## src/rtl/fifo_wr_arbiter.sv

```systemverilog
// Round-robin write-port arbiter for a shared FIFO that has no status flags.
// It registers the granted word toward the FIFO, tracks committed occupancy and gates consumer reads.
module fifo_wr_arbiter #(
    parameter int DATA_W = 32,
    parameter int N      = 4,
    parameter int ADDR_W = 2
) (
    input  logic                          clk_i,
    input  logic                          reset_ni,
    input  logic [N-1:0]                  req_i,
    input  logic [N*DATA_W-1:0]           req_data_i,
    output logic [N-1:0]                  gnt_o,
    input  logic                          rd_req_i,
    output logic                          rd_ack_o,
    output logic                          fifo_wr_o,
    output logic [DATA_W-1:0]             fifo_wr_data_o,
    output logic                          fifo_rd_o,
    output logic [ADDR_W:0]               count_o,
    output logic                          full_o,
    output logic                          empty_o,
    output logic [$clog2(N)-1:0]          last_gnt_o
);
    localparam int PTR_W = $clog2(N);
    localparam int CNT_W = ADDR_W + 1;
    localparam logic [CNT_W-1:0] DEPTH = {1'b1, {ADDR_W{1'b0}}};

    logic [PTR_W-1:0]  ptr_q, ptr_d;
    logic [PTR_W-1:0]  last_gnt_q, last_gnt_d;
    logic [CNT_W-1:0]  count_q, count_d;
    logic              fifo_wr_q, fifo_wr_d;
    logic [DATA_W-1:0] fifo_wr_data_q, fifo_wr_data_d;

    logic [CNT_W-1:0]  occ_s;
    logic              grant_en_s;
    logic              found_s;
    logic [PTR_W-1:0]  win_s;
    logic [PTR_W:0]    cand_s;
    logic [N-1:0]      gnt_s;
    logic              rd_ack_s;

    // A word sitting in the output register already owns a slot, so it counts against the grant.
    assign occ_s      = count_q + {{ADDR_W{1'b0}}, fifo_wr_q};
    assign grant_en_s = (occ_s < DEPTH);

    // Find the first requester at or after the round-robin pointer, wrapping at N.
    always_comb begin
        found_s = 1'b0;
        win_s   = {PTR_W{1'b0}};
        cand_s  = {(PTR_W+1){1'b0}};
        for (int k = 0; k < N; k++) begin
            cand_s = {1'b0, ptr_q} + (PTR_W+1)'(k);
            cand_s = (cand_s >= (PTR_W+1)'(N)) ? (cand_s - (PTR_W+1)'(N)) : cand_s;
            if (!found_s && req_i[cand_s[PTR_W-1:0]]) begin
                found_s = 1'b1;
                win_s   = cand_s[PTR_W-1:0];
            end else begin
                found_s = found_s;
            end
        end
    end

    // Grant and read acknowledge are forced low while reset is asserted.
    always_comb begin
        gnt_s = {N{1'b0}};
        if (reset_ni && grant_en_s && found_s) begin
            gnt_s[win_s] = 1'b1;
        end else begin
            gnt_s = {N{1'b0}};
        end
        rd_ack_s = reset_ni & rd_req_i & (count_q != {CNT_W{1'b0}});
    end

    // Next-state for pointer, write pipeline and occupancy.
    always_comb begin
        ptr_d          = ptr_q;
        last_gnt_d     = last_gnt_q;
        fifo_wr_d      = 1'b0;
        fifo_wr_data_d = fifo_wr_data_q;
        if (gnt_s != {N{1'b0}}) begin
            ptr_d          = (win_s == PTR_W'(N - 1)) ? {PTR_W{1'b0}} : (win_s + PTR_W'(1));
            last_gnt_d     = win_s;
            fifo_wr_d      = 1'b1;
            fifo_wr_data_d = req_data_i[win_s*DATA_W +: DATA_W];
        end else begin
            fifo_wr_d      = 1'b0;
        end
        count_d = count_q + {{ADDR_W{1'b0}}, fifo_wr_q} - {{ADDR_W{1'b0}}, rd_ack_s};
    end

    // State registers; reset also drops a pending write immediately.
    always_ff @(posedge clk_i or negedge reset_ni) begin
        if (!reset_ni) begin
            ptr_q          <= {PTR_W{1'b0}};
            last_gnt_q     <= {PTR_W{1'b0}};
            count_q        <= {CNT_W{1'b0}};
            fifo_wr_q      <= 1'b0;
            fifo_wr_data_q <= {DATA_W{1'b0}};
        end else begin
            ptr_q          <= ptr_d;
            last_gnt_q     <= last_gnt_d;
            count_q        <= count_d;
            fifo_wr_q      <= fifo_wr_d;
            fifo_wr_data_q <= fifo_wr_data_d;
        end
    end

    assign gnt_o          = gnt_s;
    assign rd_ack_o       = rd_ack_s;
    assign fifo_rd_o      = rd_ack_s;
    assign fifo_wr_o      = fifo_wr_q;
    assign fifo_wr_data_o = fifo_wr_data_q;
    assign count_o        = count_q;
    assign full_o         = (occ_s == DEPTH);
    assign empty_o        = (count_q == {CNT_W{1'b0}});
    assign last_gnt_o     = last_gnt_q;

endmodule

```

## config.mk

```make
export PLATFORM = sky130hd
export DESIGN_NAME = fifo_wr_arbiter
export DESIGN_NICKNAME = d
export VERILOG_FILES = /design/src/rtl/fifo_wr_arbiter.sv
export SDC_FILE = /design/constraint.sdc
export NUM_CORES = 1
export LEC_CHECK = 0
export ABC_AREA = 1
export CAP_MARGIN = 20
export CORE_MARGIN = 2
export CORE_UTILIZATION = 37
export CTS_BUF_LIST = sky130_fd_sc_hd__clkbuf_8
export DETAILED_ROUTE_END_ITERATION = 10
export PLACE_DENSITY = 0.8
export REMOVE_ABC_BUFFERS = 1
export SYNTH_ARGS = -nofsm -noshare
export SYNTH_HDL_FRONTEND = slang
export SYNTH_SLANG_ARGS = --single-unit
export TNS_END_PERCENT = 50
```

## constraint.sdc

```tcl
create_clock -name clk_i -period 2.6 [get_ports clk_i]
set_input_delay 0.26 -clock clk_i [delete_from_list [all_inputs] [get_ports clk_i]]
set_output_delay 0.26 -clock clk_i [all_outputs]
set_load 0.01 [all_outputs]
```

==> run metrics, run 1 <==
outcome complete, no violations; Main synth FF type dfrtp_1; Mapped Area between 0.003 and 0.004 sq mm; core area 0.00924 sq mm; # DRC 0; Synth Area in Compound Gates 0.963%; Adder-Cell Fraction of Synth Area 2.14%; TritonCTS Buffers 5; EDFF count, synth 0; Detail Placement HPWL slightly above 8000 um; Port-buffer cells 180; crit path DAT 2.18 ns; Placed Area 0.00545 sq mm; H-tree Lvls 2; Leak 3.05 nW; max_slew headroom 56.4%; post-route clock period utilization 93.7%; Site Rows 35; Top Usage Layer GRT met2; routed length per instance 12.3 um; fillers 862; Reg power frac between 10% and 20%; flops & latches, synth 40; Async SR Flop Fraction 100%; Skew-Pair Late Insertion Delay 0.29 ns; final hold violations 0; Iter 0 DRT Violations roughly 120; Ys Warns 0; Die ar. 0.0103 sq mm; # IOs 181; Die Span Y 101 um; max-slew violations 0; Comb pwr share 80.3%; Tmin final 2.44 ns; Root Buffer clkbuf_8; Post-Place Cells roughly 890; drt total wl between 10000 and 15000 um; ANT nets after route 0; CTS tree built; DR vias between 4k and 5k; final cell count without fillers about 900; largest net degree at the start of global routing 65; initial antenna violation count 0; clk buf depth 2; total power approximately 7.9 mW; Post-CTS Hold Fix Bufs 0; first-pass GRT wire length 18100 um; area share of and/or/nand/nor cells after synthesis 52.9%; max cap viols 0; setup ws final between 0.15 and 0.2 ns; clock power share ~5.2%; mean post-synth cell area 5.88 sq um; Initial Util 38.0%; Startpoint Class flop; skew final 0.00835 ns; Worst-Margin Slew 0.654 ns; P&R area growth vs syn 59.0%; Nets 907; Worst Path Max Fanout 3; worst min path class input port to async pin; Critical Path End Type output port; reg2reg start ptr_q[0]; ant diodes 0; largest family of logic cells by synthesized area simple AND/OR/NAND/NOR gates; RePlAce Congestion 0.845; GR Util met2 40.3%; top post-synthesis cells by area dfrtp_1 29%, nand2_1 28%, nand3_1 19%; Die Width 101 um; Crit path required time 2.34 ns; Finished Core Util 60.4%; Critical Path Source count_o[0]; switching power 4.22 mW; area of the multi-input gates 0.00202 sq mm; Worst-path clk slew 0.08 ns; Seq/Total Area, Yosys 28.5%; post-synthesis mux area share 0%; final hold slack 0.0505 ns; Post-Layout Inst Area between 0.005 and 0.006 sq mm; global routing usage on met3 5.45%; final global-route overflow total 0; Post-synth top cells 264 x nand2_1, 136 x nand3_1, 77 x inv_1, 40 x dfrtp_1, 20 x buf_2; most numerous cell in the Yosys netlist nand2_1; Fmax 0.410 GHz; Internal between 3 and 4 mW; Global Route Usage Sum 21.5%; Synth top area share between 20% and 30%; setup_tns 0 ns; Post-Synthesis Cells 596; pwr/cell area ~1400 mW/mm^2; DP Worst Slack -0.106 ns; met1 Track Usage GR 24.8%; vias per cell around 4.7; setup violators final 0; Synth cell types 24; Peak VDD IR roughly 900 uV; switch share a little over half; XOR/XNOR Fraction of Synth Area 0.499%; largest area contributor in the netlist dfrtp_1; First-pass DRT Iterations 4; Reg area around 0.001 sq mm; vias in the first global route 4022; layout cells sized above 1 just under 8%; crit path kind flop to output port; clk sinks 40
-- cells by family (layout without fill, tap and decap cells) --
family,after synthesis,in the layout
and+or+nand+nor,422,422
buffers and inverters,120,291
DFF,40,40
adders and majority gates,6,6
AOI/OAI and AO/OA,6,6
xor gates and xnor gates,2,2
-- power by group through the flow --
| stage | logic (mW) | clock network (mW) | registers (mW) |
|---|---|---|---|
| 3_3_place_gp | 6.23 | 0 | 1.14 |
| 6_report | 6.37 | 0.414 | 1.15 |
| 5_1_grt | 7.21 | 0.467 | 1.19 |
| 2_1_floorplan | 3.70 | 0 | 1.25 |
| 3_5_place_dp | 6.34 | 0 | 1.15 |
| 4_1_cts | 6.38 | 0.428 | 1.14 |
-- cells in the final DEF, fill, tap and decap left out, types with 3 or more instances in the layout --
cell	count
clkbuf_2	3
dfrtp_1	38
clkbuf_8	6
nand2_4	3
nand3_1	134
nand2_2	9
nand2_1	259
clkdlybuf4s50_1	175
buf_12	4
inv_1	79
inv_2	3
ha_1	6
nor2_1	4
o21ai_1	4
nor3_1	3
buf_4	18
-- path summary, 6_finish.rpt --
path                            slack [ns]  cells past startpoint            endpoint
min in group clk_i                    0.51                      2  fifo_wr_data_o[11]
worst max-delay path                  0.16                      6              full_o
worst min-delay path                  0.05                      2          count_o[2]
worst min register to register        0.51                      2  fifo_wr_data_o[11]
worst max register to register        0.18                     17       last_gnt_o[1]
max in group asynchronous             2.18                      2            ptr_q[0]
-- layer usage --
layer | vias up | part of all wire (%)
li1 | 2173 | -
met1 | 1894 | 42
met2 | 150 | 50
met3 | 10 | 7.3
met4 | 0 | 0.90
met5 | - | 0
-- critical path: stages, from the launching register on --
cell and delay [ns]:
dfrtp_1 0.42, ha_1 0.19, ha_1 0.18, xor2_1 0.32, nand2_1 0.10, nor2_1 0.11, clkdlybuf4s50_1 0.56
-- state kept, by name, indices dropped and copies added (netlist names) --
signal / cells
ptr_q: 2
count_o: 3
last_gnt_o: 2
fifo_wr_data_o: 32
fifo_wr_o: 1
-- cell type report --
type	instances	area share, %
Tap cell	129	2.89
Clock inverter	2	0.135
Clock buffer	6	1.48
Sequential cell	40	18.0
Timing Repair Buffer	202	35.8
Multi-Input combinational cell	436	36.2
Inverter	81	5.50
-- timing repair --
action / in CTS / in global routing
pin swaps: 0 / 1
resized for setup: 6 / 14
gates cloned: 0 / 0
buffers inserted: 2 / 0
setup endpoints to repair: 4 / 39
(Power assumes the default switching activity.)
==> inputs of run 2 (changes only) <==
- CORE_UTILIZATION: 37 -> 60
- DONT_BUFFER_PORTS: unset -> 1
- GPL_TIMING_DRIVEN: unset -> 0
==> run 2 against run 1 <==
  * The run now ends with negative setup slack left
  * Wire length increased by 28%
  * Design area decreased by 20%
  * Register-to-register slack got worse by 0.35 ns
  * Largest cell class unchanged
  * Die area decreased by 37%
  * Worst setup slack got worse by 0.34 ns
  * Global-route usage increased by 18 points
  * Sequential share of layout area increased by 4.5 points
  * Hold slack improved by 0.20 ns
  * Count of clock-buffer cells in the layout unchanged
  * Maximum frequency decreased by 12%
  * Flip-flop and latch count unchanged
==> run metrics, run 2 (synthesis gave the netlist of run 1 again) <==
P&R area growth vs syn 27.2% (was 59.0%); Critical Path End Type flop (was output port); Cell Chain, Critical Path clkinvlp_4 > nand2_2 > nand2_2 > nand2_2 > nand2_4 > nor2_8 > nand3_1 > nand2_2 > buf_4 > nand4_2 > nand3_1 > nand2_1 (was ha_1 > ha_1 > xor2_1 > nand2_1 > nor2_1 > clkdlybuf4s50_1); initial antenna violation count 1 (was 0); most frequent cells in the layout 244 x nand2_1, 119 x nand3_1, 75 x inv_1 (was 259 x nand2_1, 175 x clkdlybuf4s50_1, 134 x nand3_1); clk buf depth 2 (unchanged); Startpoint Class flop (unchanged); # DRC 0 (unchanged); Site Rows 27 (was 35); most common cell after layout, fill and taps aside nand2_1 (unchanged); DR vias 4384 (was 4227); failing checks negative setup slack; skew final 0.0136 ns (was 0.00835 ns); fillers 351 (was 862); Worst-Margin Slew 0.702 ns (was 0.654 ns); # IOs 181 (unchanged); Initial Util 62.9% (was 38.0%); Reg area 0.00100 sq mm (unchanged); post-route clock period utilization 107% (was 93.7%); reg2reg start ptr_q[0] (unchanged); setup violators final 39 (was 0); ANT nets after route 0 (unchanged); crit path kind flop to flop (was flop to output port); Crit path required time 2.78 ns (was 2.34 ns); Reg2Reg Depth 12 (was 17); largest net degree at the start of global routing 41 (was 65); Worst path max stage delay 0.54 ns (was 0.56 ns); routed length per instance 20.4 um (was 12.3 um); worst min path class input port to flop (was input port to async pin); max_slew headroom 53.1% (was 56.4%); Die ar. 0.00647 sq mm (was 0.0103 sq mm); drt total wl 14100 um (was 11000 um); vias in the first global route 3988 (was 4022); Slowest cell on crit path nand4_2 (was clkdlybuf4s50_1); Skew-Pair Late Insertion Delay 0.31 ns (was 0.29 ns); vias per cell 6.35 (was 4.72); Worst Hold End fifo_wr_data_o[10]; max FFs per register 32 (unchanged); FF-to-FF setup slack -0.17 ns (was 0.18 ns); Worst-path clk slew 0.09 ns (was 0.08 ns); layout cells sized above 1 20.6% (was 7.82%); RSZ-0062 raised after global routing true; setup_tns -3.28 ns (was 0 ns); clk sinks 40 (unchanged); outcome complete, but fails checks (was complete, no violations); max-slew violations 0 (unchanged); Global Route Usage Sum 39.6% (was 21.5%); Tmin final 2.77 ns (was 2.44 ns); min-delay src req_data_i[10]; Hold Crit Depth 6; final hold violations 0 (unchanged); Iter 0 DRT Violations 683 (was 124); First-pass DRT Iterations 7 (was 4); RePlAce Congestion 0.931 (was 0.845); crit path DAT 2.96 ns (was 2.18 ns); max cap viols 0 (unchanged); Reg2Reg Capture Point fifo_wr_data_o[16] (was last_gnt_o[1]); H-tree Lvls 2 (unchanged); core area 0.00557 sq mm (was 0.00924 sq mm); CP dominant cell by count nand2_2 (was ha_1); final global-route overflow total 0 (unchanged); Nets 757 (was 907); Fmax 0.361 GHz (was 0.410 GHz); area of the multi-input gates 0.00245 sq mm (was 0.00202 sq mm); Die Width 80.5 um (was 101 um); Detail Placement HPWL 6190 um (was 8080 um); TritonCTS Buffers 5 (unchanged); first-pass GRT wire length 19700 um (was 18100 um); Die Span Y 80.5 um (was 101 um); setup ws final -0.173 ns (was 0.163 ns); Port-buffer cells 0 (was 180); CTS tree built (unchanged); Root Buffer clkbuf_8 (unchanged); Worst Path Max Fanout 19 (was 3)
run 2: cell types whose count changed in the layout (fill, tap and decap cells not counted), sizes merged, moves of 2 or more:
cell and delta:
clkdlybuf4s50 -175, buf +15, nand2 +8, clkbuf -2, clkinvlp +2
run 2: final cells by class:
type | instances | area share [%]
Multi-Input combinational cell | 446 | 54.9
Sequential cell | 40 | 22.5
Timing Repair Buffer | 41 | 11.2
Inverter | 81 | 7.04
Tap cell | 72 | 2.02
Clock buffer | 6 | 1.85
Clock inverter | 2 | 0.252
Timing Repair inverter | 1 | 0.168
Antenna cell | 1 | 0.0561
run 2: worst max-delay path, delay by kind of cell (launching register included):
family | cells | cell delay (ns)
buf+inv | 2 | 0.39
flops | 1 | 0.52
simple gates | 10 | 1.72
run 2: how the worst max path moves through the flow:
stage | startpoint | end | slack (ns) | depth (start not counted)
global route | ptr_q[0] | fifo_wr_data_o[7] | -0.23 | 12
finish | ptr_q[0] | fifo_wr_data_o[16] | -0.17 | 12
CTS | ptr_q[0] | last_gnt_o[1] | 0.004 | 19
floorplan | ptr_q[0] | ptr_q[0] | -2.53 | 16
detailed placement | ptr_q[0] | fifo_wr_data_o[13] | -1.88 | 17
global placement | ptr_q[0] | ptr_q[0] | -4.24 | 16
run 2: routing by layer:
metal	global-route usage (%)	routed length (um)
met1	47.6	4780
met3	12.6	1860
met4	17.6	859
met5	0	0
met2	64.7	6550
run 2: what timing repair did:
action | in CTS | in global routing
hold buffers | 2 | 0
gates cloned | 10 | 3
pin swaps | 13 | 46
endpoints found under the setup margin | 41 | 41
endpoints found under the hold margin | 40 | 0
gates resized for setup | 39 | 51
buffers inserted | 20 | 17
run 2: stage by stage:
stage          area [sq um]  setup WS, ns  utilization [%]  instances  hold WS [ns]
2_1_floorplan          3290         -2.53                -        557       -0.0356
3_3_place_gp           3380         -4.24             60.6        629       -0.0348
3_5_place_dp           3460         -1.88             62.1        632       -0.0347
4_1_cts                4110       0.00413             73.6        672         0.251
5_1_grt                4460        -0.233             80.0        689         0.258
6_report               4460        -0.173             80.0        690         0.251
Power of run 2 is not shown: default switching activity piles up to over one toggle a cycle in this logic, so the estimate is an artifact.
==> inputs of run 3 (changes only) <==
- CAP_MARGIN: 20 -> unset
==> results of run 3 <==
The final DEF is identical to that of run 2; final timing and power are the same.
Power of run 3 is left out for the same reason.
==> RTL change 1, RTL diff (config.mk and constraints of run 2) <==
The parameter `DATA_W` goes from 32 to 40.
--- a/src/rtl/fifo_wr_arbiter.sv
+++ b/src/rtl/fifo_wr_arbiter.sv
@@ -1,7 +1,7 @@
 // Round-robin write-port arbiter for a shared FIFO that has no status flags.
 // It registers the granted word toward the FIFO, tracks committed occupancy and gates consumer reads.
 module fifo_wr_arbiter #(
-    parameter int DATA_W = 32,
+    parameter int DATA_W = 40,
     parameter int N      = 4,
     parameter int ADDR_W = 2
 ) (
Interface: changed (resized fifo_wr_data_o and req_data_i); port bits go from 181 to 221. No check against the original RTL was run, so the function may have changed too.
==> RTL change 1 against run 2 <==
- the flow still finishes with violations (setup timing)
- sequential cell count grew 8
- sequential share of layout area increased by 0.41 points
- critical path depth grew 4
- non-clock buffer count grew 11
- routed wire length grew 31%
- cell area up 18%
- synthesized area is 22% higher
- setup slack better by 0.12 ns
- count of clock-buffer cells in the layout is 1 lower
- critical path type unchanged
Power is left out: the tool's default activity adds up to more than one toggle a clock period on the data nets, which glitch-free logic cannot reach.
==> RTL change 1: results (changes against run 2) <==
status: "finished with violations"
violations: "setup timing"
cts_resized: 41  # +5.1%
clk_share: 0.0148  # -0.00627
avgRoutedWirePerCell_um: 21.8  # +7.0%
gr-usage-met3: 0.116  # -0.0102
synthAdderAreaFrac: 0.0175  # -0.00391
yosysSeqAreaShare: 0.280  # -0.00544
numPortBuffers: 0  # unchanged
synthXorXnorAreaFrac: 0.00408  # -0.000912
worst_slack_ns: -0.0522  # +0.120 ns
grt_pass1_vias: 4794  # +20%
crit_arrival_ns: 2.83  # -0.13 ns
multi_input_area_um2: 2910  # +19%
skew_ns: 0.00902  # -0.00455 ns
synth.area.top_cells: "nand2_1 28%, dfrtp_1 28%, nand4_1 12%"
place.gp.congestion: 0.831  # -11%
met1_usage: 0.504  # +0.0282
first_iter_violations: 627  # -8.2%
slew_headroom: 0.574  # +0.0429
dpl.hpwl_um: 7610  # +23%
pre_cts_slack_ns: -2.79  # -0.911 ns
grt_max_degree: 49  # +20%
min-delay-start: "req_data_i[8]"
max_stage_delay_ns: 0.48  # -0.06 ns
h-tree-depth: 2  # unchanged
gr-usage-met2: 0.705  # +0.0587
buffer_area_frac: 0.0998  # -0.0121
diodes: 0  # -1
ys_warn_count: 0  # unchanged
layout-drive-gt1-share: 0.158  # -0.0481
cts_sinks: 48  # +20%
grt_pass1_wl_um: 24800  # +26%
antenna_found_initial: 0  # -1
synth_ff_type: "dfrtp_1"
clkTransAtPathRegs_ns: 0.09  # about the same
finalSetupViolCount: 5  # -87%
inverters_excl_clock: 100  # +22%
largest_reg_flops: 40  # +25%
dr.pass1.iters: 6  # -1
seq_area_um2: 1200  # +20%
critPathMaxFanout: 12  # -7
wl_met1_um: 6220  # +30%
n_fill_cell: 516  # +47%
nets: 921  # +22%
ys_types: 25  # +4.2%
buffers: 52  # +27%
wl_met2_um: 8770  # +34%
grt_use_total: 0.424  # +0.0281
synth_common_cells: "322 x nand2_1, 95 x inv_1, 85 x nand3_1, 80 x nand4_1, 48 x dfrtp_1"
cts_setup_buffers: 15  # -25%
crit_path_top_delay_cell: "dfrtp_2"
nMultiInputCombCells: 541  # +21%
wl_met3_um: 2510  # +35%
synth-compound-area-share: 0.00962  # about the same
vias: 5506  # +26%
[RTL change 1: path summary, 6_finish.rpt]
check                                     to  cells after the start  slack, ns
min reg2reg                    last_gnt_o[1]                      2       0.58
min in group asynchronous         count_o[2]                      2       0.50
max in group asynchronous           ptr_q[1]                      2       1.85
min                        fifo_wr_data_o[8]                      6       0.24
max reg2reg                         ptr_q[1]                     16      -0.05
max                                 ptr_q[1]                     16      -0.05
[RTL change 1: per-stage QoR]
stage | area [um2] | setup TNS, ns | hold slack (ns) | cells | util
4_1_cts | 4800 | -1.12 | 0.235 | 807 | 0.699
2_1_floorplan | 3980 | -99.18 | -0.0356 | 667 | -
6_report | 5260 | -0.141 | 0.238 | 844 | 0.765
3_5_place_dp | 4140 | -126.78 | -0.0346 | 764 | 0.603
5_1_grt | 5260 | -1.25 | 0.253 | 844 | 0.765
3_3_place_gp | 4100 | -173.83 | -0.0347 | 763 | 0.597
==> RTL change 2, RTL diff (flow settings as in run 2) <==
Made on the original files. Make the reset (`reset_ni`) synchronous in one clocked block.
--- a/src/rtl/fifo_wr_arbiter.sv
+++ b/src/rtl/fifo_wr_arbiter.sv
@@ -88,7 +88,7 @@
     end
 
     // State registers; reset also drops a pending write immediately.
-    always_ff @(posedge clk_i or negedge reset_ni) begin
+    always_ff @(posedge clk_i) begin
         if (!reset_ni) begin
             ptr_q          <= {PTR_W{1'b0}};
             last_gnt_q     <= {PTR_W{1'b0}};
Check against the original RTL: differs if reset_ni is asserted again (counterexample within 4 cycles, from zero or initial values and one cycle with reset_ni low); with reset_ni held inactive, the same outputs for 10 cycles.
==> RTL change 2 against run 2 <==
- cell area is 3.4% lower
- critical endpoint is now fifo_wr_data_o[28]
- sequential cell count stayed put
- worst hold slack worse by 0.15 ns
- the run still ends with setup timing left
- synthesized area is 5.5% higher
- routed wire length is 16% lower
- setup slack better by 0.078 ns
==> RTL change 2: results (changes against run 2) <==
status: "finished with violations"
violations: "setup timing"
min-delay-start: "reset_ni"
finalSetupViolCount: 20  # -49%
clkLatencyLatePin_ns: 0.29  # -0.02 ns
buffer_area_frac: 0.0821  # -0.0297
async_reset_ff_frac: 0  # -1.00
grt_use_total: 0.328  # -0.0682
worst_slack_ns: -0.0947  # +0.0779 ns
cts_setup_buffers: 12  # -40%
grt_pass1_vias: 3616  # -9.3%
synth_ff_type: "dfxtp_1"
rr_worst_depth: 18  # +6
wl_met1_um: 4120  # -14%
antenna_found_initial: 0  # -1
critPathMaxFanout: 17  # -2
r2r_end: "fifo_wr_data_o[28]"
clk_share: 0.0209  # -0.000132
synth-compound-area-share: 0.0156  # +0.00593
nets: 841  # +11%
crit_path_top_delay_cell: "dfxtp_4"
met1_usage: 0.348  # -0.129
avgSynthCellArea_um2: 5.28  # -10%
seq_area_um2: 806  # -20%
place.gp.congestion: 0.946  # +1.6%
multi_input_area_um2: 2270  # -7.3%
wl_met2_um: 5810  # -11%
dpl.hpwl_um: 6220  # +0.48%
gr-usage-met2: 0.552  # -0.0951
dr.pass1.iters: 5  # -2
grt_max_degree: 55  # +34%
r2r-start: "ptr_q[0]"
[RTL change 2: changes by cell type in the layout (fill, tap and decap cells not counted), moves of 4 or more]
| cell | change |
|---|---|
| dfxtp_1 | +38 |
| inv_1 | +98 |
| nand2_1 | -28 |
| nand3_2 | -13 |
| nand2_4 | -6 |
| a21oi_1 | +4 |
| nor2_1 | +5 |
| buf_4 | -8 |
| dfrtp_1 | -38 |
| nand3_1 | +44 |
[RTL change 2: worst max-delay path by stage]
stage | start | end | slack, ns | cells past startpoint
2_1_floorplan | ptr_q[0] | ptr_q[1] | -2.88 | 14
3_3_place_gp | ptr_q[0] | fifo_wr_data_o[28] | -4.83 | 15
3_5_place_dp | ptr_q[0] | fifo_wr_data_o[28] | -1.93 | 15
4_1_cts | ptr_q[0] | gnt_o[3] | -0.004 | 12
5_1_grt | ptr_q[0] | fifo_wr_data_o[28] | -0.26 | 18
6_report | ptr_q[0] | fifo_wr_data_o[28] | -0.09 | 18
